### config.mk
export PLATFORM = sky130hd
export DESIGN_NAME = i4004_fetch_flat
export DESIGN_NICKNAME = d
export VERILOG_FILES = /design/src/rtl/i4004_fetch_if.sv /design/src/rtl/i4004_fetch.sv /design/src/flat_wrapper.sv
export SDC_FILE = /design/constraint.sdc
export NUM_CORES = 1
export LEC_CHECK = 0
export CAP_MARGIN = 20
export CORE_UTILIZATION = 45
export CTS_CLUSTER_DIAMETER = 40
export CTS_CLUSTER_SIZE = 8
export DETAILED_ROUTE_END_ITERATION = 10
export GPL_TIMING_DRIVEN = 0
export PLACE_DENSITY = 0.76
export SYNTH_ARGS = -nofsm -noshare
export SYNTH_HDL_FRONTEND = slang
export SYNTH_SLANG_ARGS = --single-unit
### constraint.sdc
create_clock -name clk -period 2.55 [get_ports clk]
set_clock_uncertainty 0.2 [all_clocks]
set_input_delay 0.51 -clock clk [delete_from_list [all_inputs] [get_ports clk]]
set_output_delay 0.51 -clock clk [all_outputs]
set_load 0.005 [all_outputs]
### src/rtl/i4004_fetch_if.sv
// MCS-4 fetch bus bundle: ROM dbus, bus timing, execute-stage hooks and the assembled instruction.
// The breakpoint signals exist only when MCS4_FETCH_BKPT_EN is defined.
interface i4004_fetch_if;
  // Handshake: instr_valid is a one-cycle push with no ready (execute must accept it);
  // instr_* hold until the next pulse. jmp_valid/jmp_addr are sampled only in X3.
  logic        sync;
  logic [2:0]  icyc;
  logic        cm_rom;
  logic [3:0]  dbus_out;
  logic [3:0]  dbus_in;
  logic        x2_oe;
  logic [3:0]  x2_data;
  logic        x2_cm;
  logic        jmp_valid;
  logic [11:0] jmp_addr;
  logic        instr_valid;
  logic [3:0]  instr_opr;
  logic [3:0]  instr_opa;
  logic [7:0]  instr_word2;
  logic        instr_two;
  logic [11:0] instr_pc;
  logic        fetch_state;
`ifdef MCS4_FETCH_BKPT_EN
  logic        bkpt_en;
  logic [11:0] bkpt_addr;
  logic        bkpt_resume;
  logic        bkpt_hit;
`endif

  modport master (
    output sync, icyc, cm_rom, dbus_out, instr_valid, instr_opr, instr_opa,
           instr_word2, instr_two, instr_pc, fetch_state,
`ifdef MCS4_FETCH_BKPT_EN
    output bkpt_hit,
    input  bkpt_en, bkpt_addr, bkpt_resume,
`endif
    input  dbus_in, x2_oe, x2_data, x2_cm, jmp_valid, jmp_addr
  );

  modport slave (
    input  sync, icyc, cm_rom, dbus_out, instr_valid, instr_opr, instr_opa,
           instr_word2, instr_two, instr_pc, fetch_state,
`ifdef MCS4_FETCH_BKPT_EN
    input  bkpt_hit,
    output bkpt_en, bkpt_addr, bkpt_resume,
`endif
    output dbus_in, x2_oe, x2_data, x2_cm, jmp_valid, jmp_addr
  );
endinterface

### src/rtl/i4004_fetch.sv
// i4004 instruction-fetch / bus-timing master: 8-phase cycle, PC out on A1..A3, OPR/OPA in at M1/M2.
// Optional breakpoint unit enabled by defining MCS4_FETCH_BKPT_EN.
module i4004_fetch #(
  parameter logic [11:0] RESET_PC  = 12'h000,
  parameter logic [3:0]  DBUS_IDLE = 4'h0
) (
  input logic           clk,
  input logic           rst_n,
  i4004_fetch_if.master bus
);
  typedef enum logic [2:0] {A1, A2, A3, M1, M2, X1, X2, X3} phase_t;
  typedef enum logic {WORD1, WORD2} fetch_state_t;

  phase_t       phase;
  fetch_state_t state;
  logic [11:0]  pc, w1_pc, next_pc, instr_pc;
  logic [3:0]   opr_q, w1_opr, w1_opa, instr_opr, instr_opa, dbus;
  logic [7:0]   instr_word2;
  logic         instr_two, instr_valid, boot, fetch_en;

`ifdef MCS4_FETCH_BKPT_EN
  logic halted, resume_q;
  assign fetch_en     = !halted;
  assign bus.bkpt_hit = halted;
`else
  assign fetch_en = 1'b1;
`endif

  function automatic logic is_two_word(input logic [3:0] opr, input logic [3:0] opa);
    return (opr == 4'h1) || (opr == 4'h2 && !opa[0]) || (opr == 4'h4) ||
           (opr == 4'h5) || (opr == 4'h7);
  endfunction

  assign next_pc = bus.jmp_valid ? bus.jmp_addr : pc + 12'd1;

  always_ff @(posedge clk) begin
    if (!rst_n) begin
      phase       <= X3;
      state       <= WORD1;
      pc          <= RESET_PC;
      boot        <= 1'b1;
      opr_q       <= 4'h0;
      w1_opr      <= 4'h0;
      w1_opa      <= 4'h0;
      w1_pc       <= 12'h000;
      instr_valid <= 1'b0;
      instr_opr   <= 4'h0;
      instr_opa   <= 4'h0;
      instr_word2 <= 8'h00;
      instr_two   <= 1'b0;
      instr_pc    <= 12'h000;
`ifdef MCS4_FETCH_BKPT_EN
      halted      <= 1'b0;
      resume_q    <= 1'b0;
`endif
    end else begin
      phase       <= phase_t'(phase + 3'd1);
      instr_valid <= 1'b0;
      if (phase == M1 && fetch_en) opr_q <= bus.dbus_in;
      // The M2 edge completes the word, so the result is visible during X1.
      if (phase == M2 && fetch_en) begin
        if (state == WORD2) begin
          instr_valid <= 1'b1;
          instr_opr   <= w1_opr;
          instr_opa   <= w1_opa;
          instr_word2 <= {opr_q, bus.dbus_in};
          instr_two   <= 1'b1;
          instr_pc    <= w1_pc;
          state       <= WORD1;
        end else if (is_two_word(opr_q, bus.dbus_in)) begin
          w1_opr <= opr_q;
          w1_opa <= bus.dbus_in;
          w1_pc  <= pc;
          state  <= WORD2;
        end else begin
          instr_valid <= 1'b1;
          instr_opr   <= opr_q;
          instr_opa   <= bus.dbus_in;
          instr_word2 <= 8'h00;
          instr_two   <= 1'b0;
          instr_pc    <= pc;
        end
      end
`ifdef MCS4_FETCH_BKPT_EN
      if (halted && bus.bkpt_resume) resume_q <= 1'b1;
`endif
      // The X3 that leaves reset only starts the cycle; RESET_PC is fetched first.
      if (phase == X3) begin
        if (boot) begin
          boot <= 1'b0;
`ifdef MCS4_FETCH_BKPT_EN
        end else if (halted) begin
          if (resume_q || bus.bkpt_resume) begin
            halted   <= 1'b0;
            resume_q <= 1'b0;
          end
`endif
        end else begin
          pc <= next_pc;
          if (bus.jmp_valid) state <= WORD1;
`ifdef MCS4_FETCH_BKPT_EN
          if (bus.bkpt_en && next_pc == bus.bkpt_addr) halted <= 1'b1;
`endif
        end
      end
    end
  end

  always_comb begin
    dbus = DBUS_IDLE;
    case (phase)
      A1:      if (fetch_en) dbus = pc[3:0];
      A2:      if (fetch_en) dbus = pc[7:4];
      A3:      if (fetch_en) dbus = pc[11:8];
      X2:      if (bus.x2_oe) dbus = bus.x2_data;
      default: dbus = DBUS_IDLE;
    endcase
  end

  assign bus.dbus_out    = dbus;
  assign bus.cm_rom      = fetch_en && ((phase == M2 && state == WORD1 && opr_q == 4'hE) ||
                                        (phase == X2 && bus.x2_cm));
  assign bus.sync        = (phase == X3);
  assign bus.icyc        = phase;
  assign bus.fetch_state = (state == WORD2);
  assign bus.instr_valid = instr_valid;
  assign bus.instr_opr   = instr_opr;
  assign bus.instr_opa   = instr_opa;
  assign bus.instr_word2 = instr_word2;
  assign bus.instr_two   = instr_two;
  assign bus.instr_pc    = instr_pc;
endmodule

### src/flat_wrapper.sv
// flat-port wrapper written by rule: the top's interface ports become plain ports
module i4004_fetch_flat 
#(
  parameter logic [11:0] RESET_PC  = 12'h000,
  parameter logic [3:0]  DBUS_IDLE = 4'h0
)
  (clk, rst_n, bus_sync, bus_icyc, bus_cm_rom, bus_dbus_out, bus_instr_valid, bus_instr_opr, bus_instr_opa, bus_instr_word2, bus_instr_two, bus_instr_pc, bus_fetch_state, bus_dbus_in, bus_x2_oe, bus_x2_data, bus_x2_cm, bus_jmp_valid, bus_jmp_addr);
  i4004_fetch_if bus_i ();
  input logic clk;
  input logic rst_n;
  output wire logic [$bits(bus_i.sync)-1:0] bus_sync;
  output wire logic [$bits(bus_i.icyc)-1:0] bus_icyc;
  output wire logic [$bits(bus_i.cm_rom)-1:0] bus_cm_rom;
  output wire logic [$bits(bus_i.dbus_out)-1:0] bus_dbus_out;
  output wire logic [$bits(bus_i.instr_valid)-1:0] bus_instr_valid;
  output wire logic [$bits(bus_i.instr_opr)-1:0] bus_instr_opr;
  output wire logic [$bits(bus_i.instr_opa)-1:0] bus_instr_opa;
  output wire logic [$bits(bus_i.instr_word2)-1:0] bus_instr_word2;
  output wire logic [$bits(bus_i.instr_two)-1:0] bus_instr_two;
  output wire logic [$bits(bus_i.instr_pc)-1:0] bus_instr_pc;
  output wire logic [$bits(bus_i.fetch_state)-1:0] bus_fetch_state;
  input wire logic [$bits(bus_i.dbus_in)-1:0] bus_dbus_in;
  input wire logic [$bits(bus_i.x2_oe)-1:0] bus_x2_oe;
  input wire logic [$bits(bus_i.x2_data)-1:0] bus_x2_data;
  input wire logic [$bits(bus_i.x2_cm)-1:0] bus_x2_cm;
  input wire logic [$bits(bus_i.jmp_valid)-1:0] bus_jmp_valid;
  input wire logic [$bits(bus_i.jmp_addr)-1:0] bus_jmp_addr;
  assign bus_sync = bus_i.sync;
  assign bus_icyc = bus_i.icyc;
  assign bus_cm_rom = bus_i.cm_rom;
  assign bus_dbus_out = bus_i.dbus_out;
  assign bus_instr_valid = bus_i.instr_valid;
  assign bus_instr_opr = bus_i.instr_opr;
  assign bus_instr_opa = bus_i.instr_opa;
  assign bus_instr_word2 = bus_i.instr_word2;
  assign bus_instr_two = bus_i.instr_two;
  assign bus_instr_pc = bus_i.instr_pc;
  assign bus_fetch_state = bus_i.fetch_state;
  assign bus_i.dbus_in = bus_dbus_in;
  assign bus_i.x2_oe = bus_x2_oe;
  assign bus_i.x2_data = bus_x2_data;
  assign bus_i.x2_cm = bus_x2_cm;
  assign bus_i.jmp_valid = bus_jmp_valid;
  assign bus_i.jmp_addr = bus_jmp_addr;
  i4004_fetch #(.RESET_PC(RESET_PC), .DBUS_IDLE(DBUS_IDLE)) u_core (.clk(clk), .rst_n(rst_n), .bus(bus_i));
endmodule
==> summary.md <==
| Metric | Value |
|---|---|
| Status | `completed` |
| Core area | `7330 um^2` |
| Area growth, synth to finish | `29.9%` |
| CP required | `between 1.5 and 2 ns` |
| Via count | `3,099` |
| Filler Cell Count | `615` |
| FF-to-FF setup slack | `roughly 0.24 ns` |
| Adder-cell share of the synthesized area | `between 2 and 3%` |
| CTS H-tree depth | `3` |
| Hold Buf Count CTS | `0` |
| XOR/XNOR Fraction of Synth Area | `0%` |
| Synth Warn # | `0` |
| Post-synth top flop | `dfxtp_1` |
| Leakage | `1.49 nW` |
| DP Cell Count | `between 500 and 600` |
| CTS tree | `built` |
| Via/cell ratio | `between 5 and 6` |
| Worst Setup EP | `bus_sync` |
| Synthesized flop and latch total | `71` |
| HPWL Detailed | `around 6400 um` |
| Fmax | `~0.4 GHz` |
| First-pass GRT wire length | `about 15,000 um` |
| Initial antenna violation count | `0` |
| Placer Congestion | `0.899` |
| Worst-path maximum fanout | `4` |
| Mean Syn Cell Area | `9.26 um^2` |
| WL/cell | `16.2 um` |
| Max-Cap Viols | `0` |
| DR iter-0 viols | `205` |
| Cell area after synthesis | `3460 um^2` |
| Total power | `2.63 mW` |
| R2R Path Start | `u_core.bus.icyc[0]$_SDFF_PN1_` |
| Main combinational cell family by area after synthesis | `compound AO/OA/AOI/OAI gates` |
| Type of origin of the critical path | `flop` |
| Cell variety after synth | `51` |
| Sink Count | `71` |
| Root buffer cell | `clkbuf_8` |
| CP Capture Type | `output pin` |
| Final wirelength | `8970 um` |
| FF-to-FF path depth | `8` |
| Seq/Total Area, Yosys | `approximately two fifths` |
| Least-Margin Pin Slew | `0.587 ns` |
| Synth Area in Simple Gates | `17.8%` |
| Slew HR | `60.9%` |
| Post-synth EDFFs | `0` |
| Global route overflow | `0` |
| Final nets | `481` |
| Worst-Skew Late Latency | `0.34 ns` |
| Routed Antenna Nets | `0` |
| Initial Utilization | `47.3%` |
| IO Pins | `between 60 and 70` |
| Total track usage | `23.0%` |
| Area of the multi-input gates | `roughly 1900 um^2` |
| Commonest non-fill, non-tap cells in the layout | `nand2_1 (69), dfxtp_1 (66), clkdlybuf4s50_1 (59)` |
| Maximum VDD drop | `slightly below 0.0003 V` |
| Clk buf depth | `2` |
| WS Path Type | `reg2out` |
| 1st-pass router iterations | `5` |
| Worst R2R End | `u_core.pc[5]$_SDFFE_PN0P_` |
| Ant. Diodes | `0` |
| RSZ-0062 raised after global routing | `yes` |
| Crit path from | `u_core.bus.icyc[0]$_SDFF_PN1_` |
| Reg clk slew, reported paths | `0.07 ns` |
| Storage element area | `about 1400 um^2` |
| Die X | `around 90 um` |
| Post-route minimum period | `approximately 2.5 ns` |
| Post-synth ARST share | `0%` |
| Power Density | `about 580 nW/um^2` |
| IO Port Bufs | `64` |
| Die Footprint | `8050 um^2` |
| Fin crit share | `96.5%` |
| Pins Over Slew Limit | `0` |
| Complex-gate fraction of the synthesized area | `20.0%` |
| Mux cell area share after synthesis | `12.4%` |
| Final setup violation count | `0` |
| Mapped Cells | `374` |
| Leading cell type in the layout, fill and taps excluded | `nand2_1` |
| CP arrival | `1.75 ns` |
| Detailed-route DRC error count | `0` |
| Vias in the first global route | `around 3,000` |
| Hold crit path type | `reg2reg` |
| Die height | `89.7 um` |
| Std cell rows | `31` |
| Synthesized Nets | `406` |
| Fin. Hold Viols | `0` |
| Cts bufs inserted | `9` |
| Share of post-route cells with drive strength above 1 | `roughly an eighth` |
| Pin count of the biggest net entering global routing | `20` |
| Non-filler cells, final | `~550` |
==> how the worst min path moves through the flow <==
stage                                   from                            end  depth (start not counted)
4_1_cts        u_core.w1_opr[3]$_SDFFE_PN0P_  u_core.w1_opr[3]$_SDFFE_PN0P_                          2
3_3_place_gp   u_core.w1_opr[3]$_SDFFE_PN0P_  u_core.w1_opr[3]$_SDFFE_PN0P_                          2
3_5_place_dp   u_core.w1_opr[3]$_SDFFE_PN0P_  u_core.w1_opr[3]$_SDFFE_PN0P_                          2
5_1_grt        u_core.w1_pc[11]$_SDFFE_PN0P_  u_core.w1_pc[11]$_SDFFE_PN0P_                          2
2_1_floorplan  u_core.w1_opr[3]$_SDFFE_PN0P_  u_core.w1_opr[3]$_SDFFE_PN0P_                          2
6_report       u_core.w1_opr[3]$_SDFFE_PN0P_  u_core.w1_opr[3]$_SDFFE_PN0P_                          2
==> critical path: stages, from the launching register on <==
cell             delay [ns]
dfxtp_4                0.36
buf_4                  0.15
ha_1                   0.21
ha_1                   0.22
clkdlybuf4s50_1        0.46
==> layer usage <==
layer / track usage (%) / wire, um
met4: 10.1 / 223
met2: 36.0 / 4130
met1: 31.3 / 4210
met5: 0 / 0
met3: 3.72 / 410
==> repair_timing <==
action / 4_1_cts / 5_1_grt
setup buffers: 3 / 0
hold endpoints to repair: 0 / 0
cloned: 0 / 0
gates resized for setup: 31 / 8
pin swaps: 7 / 6
setup endpoints to repair: 5 / 9
==> sequential cells by signal (all words and copies together), names as in the netlist <==
register	cells
u_core.bus.fetch_state	1
u_core.bus.instr_opr	4
u_core.w1_pc	12
u_core.bus.instr_word2	8
u_core.w1_opr	4
u_core.boot	1
u_core.bus.instr_valid	1
u_core.bus.icyc	3
u_core.w1_opa	4
u_core.opr_q	4
u_core.pc	12
u_core.bus.instr_opa	4
u_core.bus.instr_pc	12
u_core.bus.instr_two	1
==> cell usage after synthesis (4+ instances only) <==
cell type | number | area share (%)
nand2b_1 | 5 | 0.90
nor2_1 | 22 | 2.4
dfxtp_1 | 71 | 41
a21oi_1 | 8 | 1.2
o21ai_0 | 8 | 1.2
ha_1 | 7 | 2.5
a222oi_1 | 4 | 1.2
a32o_1 | 8 | 2.3
nand3_1 | 5 | 0.72
buf_2 | 5 | 0.72
o221a_1 | 19 | 6.2
nor3_1 | 4 | 0.58
inv_1 | 7 | 0.76
mux2i_1 | 43 | 12
buf_6 | 4 | 1.3
nand2_1 | 69 | 7.5
a31oi_1 | 8 | 1.4
clkbuf_1 | 24 | 2.6
==> where the power goes <==
part | total, mW | internal, mW | switching (mW)
sequential | 1.21 | 1.16 | 0.0515
clock | 0.967 | 0.534 | 0.433
combinational | 0.455 | 0.222 | 0.233
total | 2.63 | 1.91 | 0.718
==> kinds of logic after synthesis <==
logic type	after synthesis
muxes	43
and+or+nand+nor	128
AOI/OAI and AO/OA	82
DFF	71
buffers and inverters	43
adders and majority gates	7
==> per-stage QoR <==
step           util, %  cell area, um^2  worst slack [ns]  setup TNS (ns)  hold WS, ns
2_1_floorplan        -             3460             0.531               0        0.219
3_3_place_gp      57.7             4230           -0.0583          -0.185        0.233
3_5_place_dp      57.7             4230            -0.129          -0.925        0.245
4_1_cts           61.6             4520           0.00243               0        0.254
5_1_grt           61.4             4500          -0.00175        -0.00175        0.268
6_report          61.4             4500            0.0890               0        0.252
==> area by class of cell <==
class,count,area share [%]
multi-input cells,260,41.4
clock buffers,12,3.67
inverters,7,0.639
clock inverters,4,1.14
repair buffers,67,14.3
plain buffers,33,4.31
flip-flops and latches,71,31.9
well taps,99,2.75
Power figures use the tool's default switching activity.
